[src/rtl/vm_input_pkg.sv]
// vm_input_pkg
// Shared definitions for the vending-machine input conditioner.
//   - chan_state_t and ST_* : per-channel debounce FSM encoding
//   - DEFAULT_DEBOUNCE_CYCLES : default stable-cycle requirement
//   - cnt_width() : debounce counter width ($clog2, never below 1)
package vm_input_pkg;

  typedef logic [1:0] chan_state_t;

  localparam logic [1:0] ST_IDLE        = 2'd0;
  localparam logic [1:0] ST_ARM_PRESS   = 2'd1;
  localparam logic [1:0] ST_HELD        = 2'd2;
  localparam logic [1:0] ST_ARM_RELEASE = 2'd3;

  localparam int DEFAULT_DEBOUNCE_CYCLES = 4;

  function automatic int cnt_width(input int n);
    return (n <= 2) ? 1 : $clog2(n);
  endfunction

endpackage

[src/rtl/vm_input_conditioner_channel.sv]
// debounce_channel
// One conditioned input: two-flop synchroniser, debounce FSM with
// counter, and registered pulse/held outputs.
// Ports:
//   clk    in  prescaled internal clock
//   reset  in  asynchronous, active-high reset
//   raw    in  raw switch/button, asynchronous to clk
//   pulse  out one-cycle pulse on each debounced press
//   held   out high while debounced-pressed (HELD or ARM_RELEASE)
module debounce_channel
  import vm_input_pkg::*;
#(
  parameter int DEBOUNCE_CYCLES = DEFAULT_DEBOUNCE_CYCLES
) (
  input  logic clk,
  input  logic reset,
  input  logic raw,
  output logic pulse,
  output logic held
);

  localparam int CW = cnt_width(DEBOUNCE_CYCLES);
  localparam logic [CW-1:0] CNT_LAST = CW'(DEBOUNCE_CYCLES - 1);

  if (DEBOUNCE_CYCLES < 2 || DEBOUNCE_CYCLES > 255) begin : g_bad_param
    $error("debounce_channel: DEBOUNCE_CYCLES must be in 2..255");
  end

  logic          sync_meta_reg;
  logic          sync_reg;
  chan_state_t   state_reg, state_next;
  logic [CW-1:0] cnt_reg, cnt_next;
  logic          pulse_reg, pulse_next;
  logic          held_reg, held_next;

  always_comb begin
    state_next = state_reg;
    cnt_next   = cnt_reg;
    case (state_reg)
      ST_IDLE: begin
        if (sync_reg) begin
          state_next = ST_ARM_PRESS;
          cnt_next   = '0;
        end
      end
      ST_ARM_PRESS: begin
        if (!sync_reg)               state_next = ST_IDLE;
        else if (cnt_reg == CNT_LAST) state_next = ST_HELD;
        else                          cnt_next   = cnt_reg + CW'(1);
      end
      ST_HELD: begin
        if (!sync_reg) begin
          state_next = ST_ARM_RELEASE;
          cnt_next   = '0;
        end
      end
      ST_ARM_RELEASE: begin
        if (sync_reg)                 state_next = ST_HELD;
        else if (cnt_reg == CNT_LAST) state_next = ST_IDLE;
        else                          cnt_next   = cnt_reg + CW'(1);
      end
      default: state_next = ST_IDLE;
    endcase
  end

  // Outputs are registered from the next state so they line up with the
  // state transition; only a press-side entry into HELD makes a pulse.
  always_comb begin
    pulse_next = (state_reg == ST_ARM_PRESS) && (state_next == ST_HELD);
    held_next  = (state_next == ST_HELD) || (state_next == ST_ARM_RELEASE);
  end

  always_ff @(posedge clk or posedge reset) begin
    if (reset) begin
      sync_meta_reg <= 1'b0;
      sync_reg      <= 1'b0;
      state_reg     <= ST_IDLE;
      cnt_reg       <= '0;
      pulse_reg     <= 1'b0;
      held_reg      <= 1'b0;
    end else begin
      sync_meta_reg <= raw;
      sync_reg      <= sync_meta_reg;
      state_reg     <= state_next;
      cnt_reg       <= cnt_next;
      pulse_reg     <= pulse_next;
      held_reg      <= held_next;
    end
  end

  assign pulse = pulse_reg;
  assign held  = held_reg;

endmodule

[src/rtl/vm_input_conditioner.sv]
// vm_input_conditioner
// Conditions the coin (m) and accept (a) inputs of the vending FSM:
// each is synchronised, debounced and turned into one pulse per press.
// Optional macro VM_INPUT_INTERLOCK_EN: a pulse is suppressed while the
// other channel is held; on a same-cycle tie m_pulse wins.
// Ports:
//   clk      in  prescaled internal clock
//   reset    in  asynchronous, active-high reset
//   m_raw    in  raw coin switch
//   a_raw    in  raw accept button
//   m_pulse  out one-cycle pulse per debounced coin press
//   a_pulse  out one-cycle pulse per debounced accept press
//   m_held   out coin input debounced-pressed
//   a_held   out accept input debounced-pressed
module vm_input_conditioner
  import vm_input_pkg::*;
#(
  parameter int DEBOUNCE_CYCLES = DEFAULT_DEBOUNCE_CYCLES
) (
  input  logic clk,
  input  logic reset,
  input  logic m_raw,
  input  logic a_raw,
  output logic m_pulse,
  output logic a_pulse,
  output logic m_held,
  output logic a_held
);

  // Index 0 = coin (m), index 1 = accept (a).
  logic [1:0] raw_vec;
  logic [1:0] pulse_vec;
  logic [1:0] held_vec;

  assign raw_vec = {a_raw, m_raw};

  for (genvar gi = 0; gi < 2; gi++) begin : g_chan
    debounce_channel #(
      .DEBOUNCE_CYCLES(DEBOUNCE_CYCLES)
    ) u_chan (
      .clk   (clk),
      .reset (reset),
      .raw   (raw_vec[gi]),
      .pulse (pulse_vec[gi]),
      .held  (held_vec[gi])
    );
  end

`ifdef VM_INPUT_INTERLOCK_EN
  // held rises in the same cycle as pulse, so a held accept that is not
  // itself newly pulsing means accept got there first. m_held already
  // covers the simultaneous case for accept, giving m priority.
  assign m_pulse = pulse_vec[0] & ~(held_vec[1] & ~pulse_vec[1]);
  assign a_pulse = pulse_vec[1] & ~held_vec[0];
`else
  assign m_pulse = pulse_vec[0];
  assign a_pulse = pulse_vec[1];
`endif

  assign m_held = held_vec[0];
  assign a_held = held_vec[1];

endmodule

[config.mk]
export PLATFORM = sky130hd
export DESIGN_NAME = vm_input_conditioner
export DESIGN_NICKNAME = d
export VERILOG_FILES = /design/src/rtl/vm_input_pkg.sv /design/src/rtl/vm_input_conditioner_channel.sv /design/src/rtl/vm_input_conditioner.sv
export SDC_FILE = /design/constraint.sdc
export NUM_CORES = 1
export LEC_CHECK = 0
export CAP_MARGIN = 20
export CORE_UTILIZATION = 33
export CTS_CLUSTER_DIAMETER = 80
export CTS_CLUSTER_SIZE = 12
export DETAILED_ROUTE_END_ITERATION = 10
export SLEW_MARGIN = 20
export SYNTH_ARGS = -nofsm -noshare
export SYNTH_HDL_FRONTEND = slang
export SYNTH_SLANG_ARGS = --single-unit
[constraint.sdc]
create_clock -name clk -period 1.75 [get_ports clk]
set_clock_uncertainty 0.05 [all_clocks]
set_input_delay 0.35 -clock clk [delete_from_list [all_inputs] [get_ports clk]]
set_output_delay 0.35 -clock clk [all_outputs]
set_load 0.02 [all_outputs]
### Yosys cells after proc, flatten, opt, wreduce, memory -nomap -nowiden

Index checks and enable logic that the tools add are counted.
W data, S select, Z words.

* register bits: 16
* output and inout bits: 4
* logic and storage cells: 68

* add/subtract/negate cells: 2
* eq/ne operators: 20
* mux-type cells: 26
* reductions and logical operators: 8

Operator list (count)
* $mux W2: 22
* $pmux W2 S4: 4
* $eq A2 B2 Y1 const B: 10
* $ne A2 B1 Y1 const B: 4
* $ne A2 B2 Y1 const B: 4
* $reduce_and A4 Y1: 2
* $add A2 B1 Y2 const B: 2
* $eq A2 B1 Y1 const B: 2
* $logic_not A2 Y1: 2
* $logic_and A1 B1 Y1: 2
* $logic_or A1 B1 Y1: 2

### Longest topological paths before layout

* depth after elaboration: 6
* gate-level depth with buffers: 4
* gate-level depth less buffers: 4

### Cells and area by module

A second synthesis with hierarchy kept.

* cell total of the unflattened synthesis: 46
* area, all modules: 608.1 µm²

Modules (own cells, without submodules)
* debounce_channel: times used 2, cells an instance 23, area an instance 304.0 µm², sequential area each 200.2 µm²

### Least setup slack after synthesis

Ideal clock, no wire load.

* path kind: flip-flop to flip-flop
* start point: reg g_chan[0].u_chan.cnt_reg[0]
* end point: reg g_chan[0].u_chan.held_reg
* arrival: 1.043 ns
* setup slack: 0.529 ns
* cell stages (with the launch flop): 4
* buffers on the path: 0
* period minus slack after synthesis: 1.221 ns
* path through: dfrtp_1 > ha_1 > nand2_1 > mux2_1

* cells in the longest elaborated chain, start to end: 6
* elaborated cells on any way between the ends: 9

RTL lines
* start, declared: RTL line vm_input_conditioner_channel.sv:32 `logic [CW-1:0] cnt_reg, cnt_next;`
* start signal, assigned: RTL line vm_input_conditioner_channel.sv:85 `cnt_reg <= cnt_next;`
* $eq A2 B2 Y1 (*): RTL line vm_input_conditioner_channel.sv:48, vm_input_conditioner_channel.sv:59
* $mux W2, on equally long branches: RTL line vm_input_conditioner_channel.sv:59, vm_input_conditioner_channel.sv:48
* $mux W2, on equally long branches: RTL line vm_input_conditioner_channel.sv:58, vm_input_conditioner_channel.sv:47
* $pmux W2 S4 (*): RTL line vm_input_conditioner_channel.sv:39 `case (state_reg)`
* $eq A2 B2 Y1: RTL line vm_input_conditioner_channel.sv:70 `held_next = (state_next == ST_HELD) || (state_next == ST_ARM_RELEASE);`
* $logic_or A1 B1 Y1 (*): RTL line vm_input_conditioner_channel.sv:70
* via g_chan[0].u_chan.held_next: RTL line vm_input_conditioner_channel.sv:34 `logic held_reg, held_next;`
* end signal, assigned: RTL line vm_input_conditioner_channel.sv:87 `held_reg <= held_next;`
* end, declared: RTL line vm_input_conditioner_channel.sv:34

Mark *: on every way through the listed nets, which the timed path passes. The rest lies on a longest branch.
A chain may end at the register's enable or synchronous reset.

### Final worst setup path

* start point: reg g_chan[0].u_chan.pulse_reg
* end point: out m_pulse

RTL lines
* start, declared: RTL line vm_input_conditioner_channel.sv:33 `logic pulse_reg, pulse_next;`
* start signal, assigned: RTL line vm_input_conditioner_channel.sv:86 `pulse_reg <= pulse_next;`
* end, declared: RTL line vm_input_conditioner.sv:24 `output logic m_pulse,`

No word-level cell between the ends.

==> results by group <==
Global routing
  • First-pass GRT wire length: 1.36 mm
  • Maximum number of pins on one net before global-route repair: 16
  • Overflow left after global routing: 0
  • Met1 GRT Util: 13.9%
  • Routing layer with the top usage in global route: met1
  • Combined global-route utilization of all metal layers: 9.97%
  • Vias in the first global route: 341
  • Initial antenna violation count: 0
  • Met2 track demand over resource in global routing: 13.4%
  • Global-route track usage on met3: 3.75%

Setup path
  • Worst flop-to-flop path startpoint: g_chan[0].u_chan.cnt_reg[1]
  • Crit Path Class: register to output port
  • Worst setup path end: m_pulse
  • Largest driver fanout on the critical path: 1
  • Worst Reg2Reg Path Length in Cells: 3
  • Crit-path leading delay family: buffers and inverters
  • Maximum cell stage delay along the critical path: 0.59 ns
  • Endpoint of the worst-slack reg-to-reg timing path: g_chan[0].u_chan.state_reg[1]
  • Kind of start point of the critical path: register
  • Slowest stage cell, crit path: sky130_fd_sc_hd__clkdlybuf4s50_1
  • CP bufs+invs: 1
  • Path length in cells of the critical path: 1
  • Data arrival time at the worst-slack endpoint: 1.19 ns
  • Kind of end point of the critical path: output port
  • Sequence of cells on the critical path: clkdlybuf4s50_1
  • Startpoint of the most critical setup path: g_chan[0].u_chan.pulse
  • Req. time, crit path: 1.35 ns
  • FF-to-FF setup slack: 0.45 ns

Drt
  • Iter 0 DRT Violations: 1
  • DRT Wirelength: 730 um
  • Number of vias per cell: 4.76
  • Drt pass-1 iters: 4
  • Routed length per placed instance: 10.7 um
  • Post-route DRC: 0
  • Detail Route Antenna Nets: 0
  • DR vias: 324

Power
  • Sw Ratio: 32.1%
  • Switching Power: 336 uW
  • Total leakage power: 0.000330 uW
  • Sequential power share: 49.6%
  • Int Pwr: 711 uW
  • Power consumption: 1050 uW
  • Power Dens Cells: 1500 nW/um2
  • Clock power frac: 18.4%
  • Proportion of power drawn by combinational gates: 32.0%
  • Max IR drop VDD: 599 uV

Synthesis
  • Post-synthesis net count: 47
  • Synth Area per Inst: 14.1 um2
  • Unique masters post-synth: 18
  • Seq/Total Area, Yosys: 64.8%
  • Yosys synthesis warning count: 0
  • Number of synthesized register bits: 15
  • Cell area after technology mapping: 579 um2
  • Number of standard cells after synthesis: 41

Worst hold path
  • Hold-critical path depth: 0
  • HP Class: register to register

STA
  • RSZ-0062 raised after global routing: false
  • Number of hold-slack violations in the final timing report: 0
  • Slew HR: 64.5%
  • Max-slew violation count: 0
  • Share of the cycle needed by the critical path after routing: 91.1%
  • Worst hold slack across all endpoints: 0.310 ns
  • Setup violation total in the final timing report: 0
  • Final worst setup slack: 0.157 ns
  • Accumulated negative setup slack: 0 ns
  • Minimum clock period: 1.59 ns
  • Highest attainable clock frequency: 628 MHz
  • Tightest Pin Transition: 0.532 ns

Layout
  • Proportion of layout cells with a drive suffix above 1: 13.5%
  • Area delta synth->final: 20.5%
  • Finished Layout Cells: 68
  • Antenna cells: 0
  • Number of flip-flops in the largest register: 4
  • Number of nets at the end of the flow: 59

CTS
  • Clock Sink Count: 15
  • Count of buffers added by post-CTS timing repair for setup: 0
  • Clk Tree Root Cell: sky130_fd_sc_hd__clkbuf_4
  • Number of buffers inserted by hold repair at cts: 0
  • Clock tree from TritonCTS: yes
  • Clock latency on the worst-skew pair: 0.27 ns
  • H-tree depth reported by CTS: 1
  • Number of buffers created by CTS: 3
  • Number of buffers on the longest clock path: 2
  • Worst-path clk slew: 0.09 ns

Floorplanning
  • Full die area: 1930 um2
  • Std-Cell Core Area: 1580 um2
  • Num ports: 8
  • Die Span Y: 43.9 um
  • X dimension of the die: 43.9 um
  • Starting utilization of the core area: 36.7%
  • Std cell rows: 14

Placed design
  • Port Buffer Count: 7
  • Global placer's final weighted congestion: 0.674
  • Dpl ws: 0.353 ns
  • Total placed cells including tap cells: 64

Job
  • Max capacitance violation total: 0

Run status
  • Run status: finished, final reports clean
## metrics by stage
stage	utilization (%)	area, um2
after detailed placement	42.5	669
after CTS	44.1	696
after global routing	44.3	698
after global placement	42.5	669
after floorplan	-	579
final	44.3	698
## per-layer routing
layer,up-vias,part of all wire [%]
met5,-,0
met4,0,0
met3,0,3.6
met2,6,45
met1,156,52
li1,162,-
## worst min path at each step
stage	start	to	slack (ns)
floorplan	reset	g_chan[0].u_chan.cnt_reg[0]	0.20
global placement	g_chan[0].u_chan.sync_meta_reg	g_chan[0].u_chan.sync_reg	0.28
detailed placement	g_chan[0].u_chan.sync_meta_reg	g_chan[0].u_chan.sync_reg	0.29
CTS	g_chan[0].u_chan.sync_meta_reg	g_chan[0].u_chan.sync_reg	0.32
global route	g_chan[1].u_chan.sync_meta_reg	g_chan[1].u_chan.sync_reg	0.32
finish	g_chan[0].u_chan.sync_meta_reg	g_chan[0].u_chan.sync_reg	0.31
## layout make-up
cell class	instances	area (um2)
repair buffers	7	72.6
clock buffers	4	26.3
inverters	4	15.0
flip-flops and latches	15	375
fillers	148	878
well taps	16	20.0
multi-input cells	22	189
## placed cells by master, fill, tap and decap left out, types with 2 or more instances in the layout
master / instances
sky130_fd_sc_hd__inv_1: 4
sky130_fd_sc_hd__ha_1: 2
sky130_fd_sc_hd__nand2_1: 4
sky130_fd_sc_hd__nor3b_1: 2
sky130_fd_sc_hd__mux2_1: 2
sky130_fd_sc_hd__dfrtp_1: 15
sky130_fd_sc_hd__clkbuf_4: 3
sky130_fd_sc_hd__clkdlybuf4s50_1: 6
## power groups by stage
stage | Sequential [uW] | Combinational [uW] | Clock, uW
2_1_floorplan | 548 | 223 | 0
3_3_place_gp | 525 | 337 | 0
3_5_place_dp | 530 | 343 | 0
4_1_cts | 522 | 343 | 200
5_1_grt | 533 | 380 | 222
6_report | 520 | 335 | 192
## synthesized netlist by cell type
cell type | count | area, um2
sky130_fd_sc_hd__o21ai_1 | 1 | 5.00
sky130_fd_sc_hd__o22ai_1 | 1 | 6.26
sky130_fd_sc_hd__a21oi_2 | 1 | 8.76
sky130_fd_sc_hd__o32ai_2 | 1 | 16.3
sky130_fd_sc_hd__a22o_1 | 1 | 8.76
sky130_fd_sc_hd__nand2b_1 | 1 | 6.26
sky130_fd_sc_hd__and2_1 | 1 | 6.26
sky130_fd_sc_hd__mux2_2 | 1 | 11.3
sky130_fd_sc_hd__nand2_1 | 4 | 15.0
sky130_fd_sc_hd__nand3b_1 | 1 | 7.51
sky130_fd_sc_hd__inv_1 | 4 | 15.0
sky130_fd_sc_hd__nor3b_1 | 2 | 15.0
sky130_fd_sc_hd__xor2_1 | 1 | 8.76
sky130_fd_sc_hd__mux2i_1 | 1 | 10.0
sky130_fd_sc_hd__dfrtp_1 | 15 | 375
sky130_fd_sc_hd__mux2_1 | 2 | 22.5
sky130_fd_sc_hd__ha_1 | 2 | 25.0
sky130_fd_sc_hd__xnor2_2 | 1 | 16.3
## timing repair
item,in CTS,in global routing
setup endpoints to repair,0,1
resized for setup,0,1
hold endpoints to repair,0,0
## cell families after synthesis
| kind of cell | Yosys count | synth area share (%) |
|---|---|---|
| AO/OA/AOI/OAI | 5 | 7.78 |
| buffers and inverters | 4 | 2.59 |
| flip-flops | 15 | 64.8 |
| multiplexers | 4 | 7.56 |
| adder cells (fa/ha/maj) | 2 | 4.32 |
| AND/OR/NAND/NOR | 9 | 8.64 |
| XOR/XNOR | 2 | 4.32 |
Power figures use the tool's default switching activity.
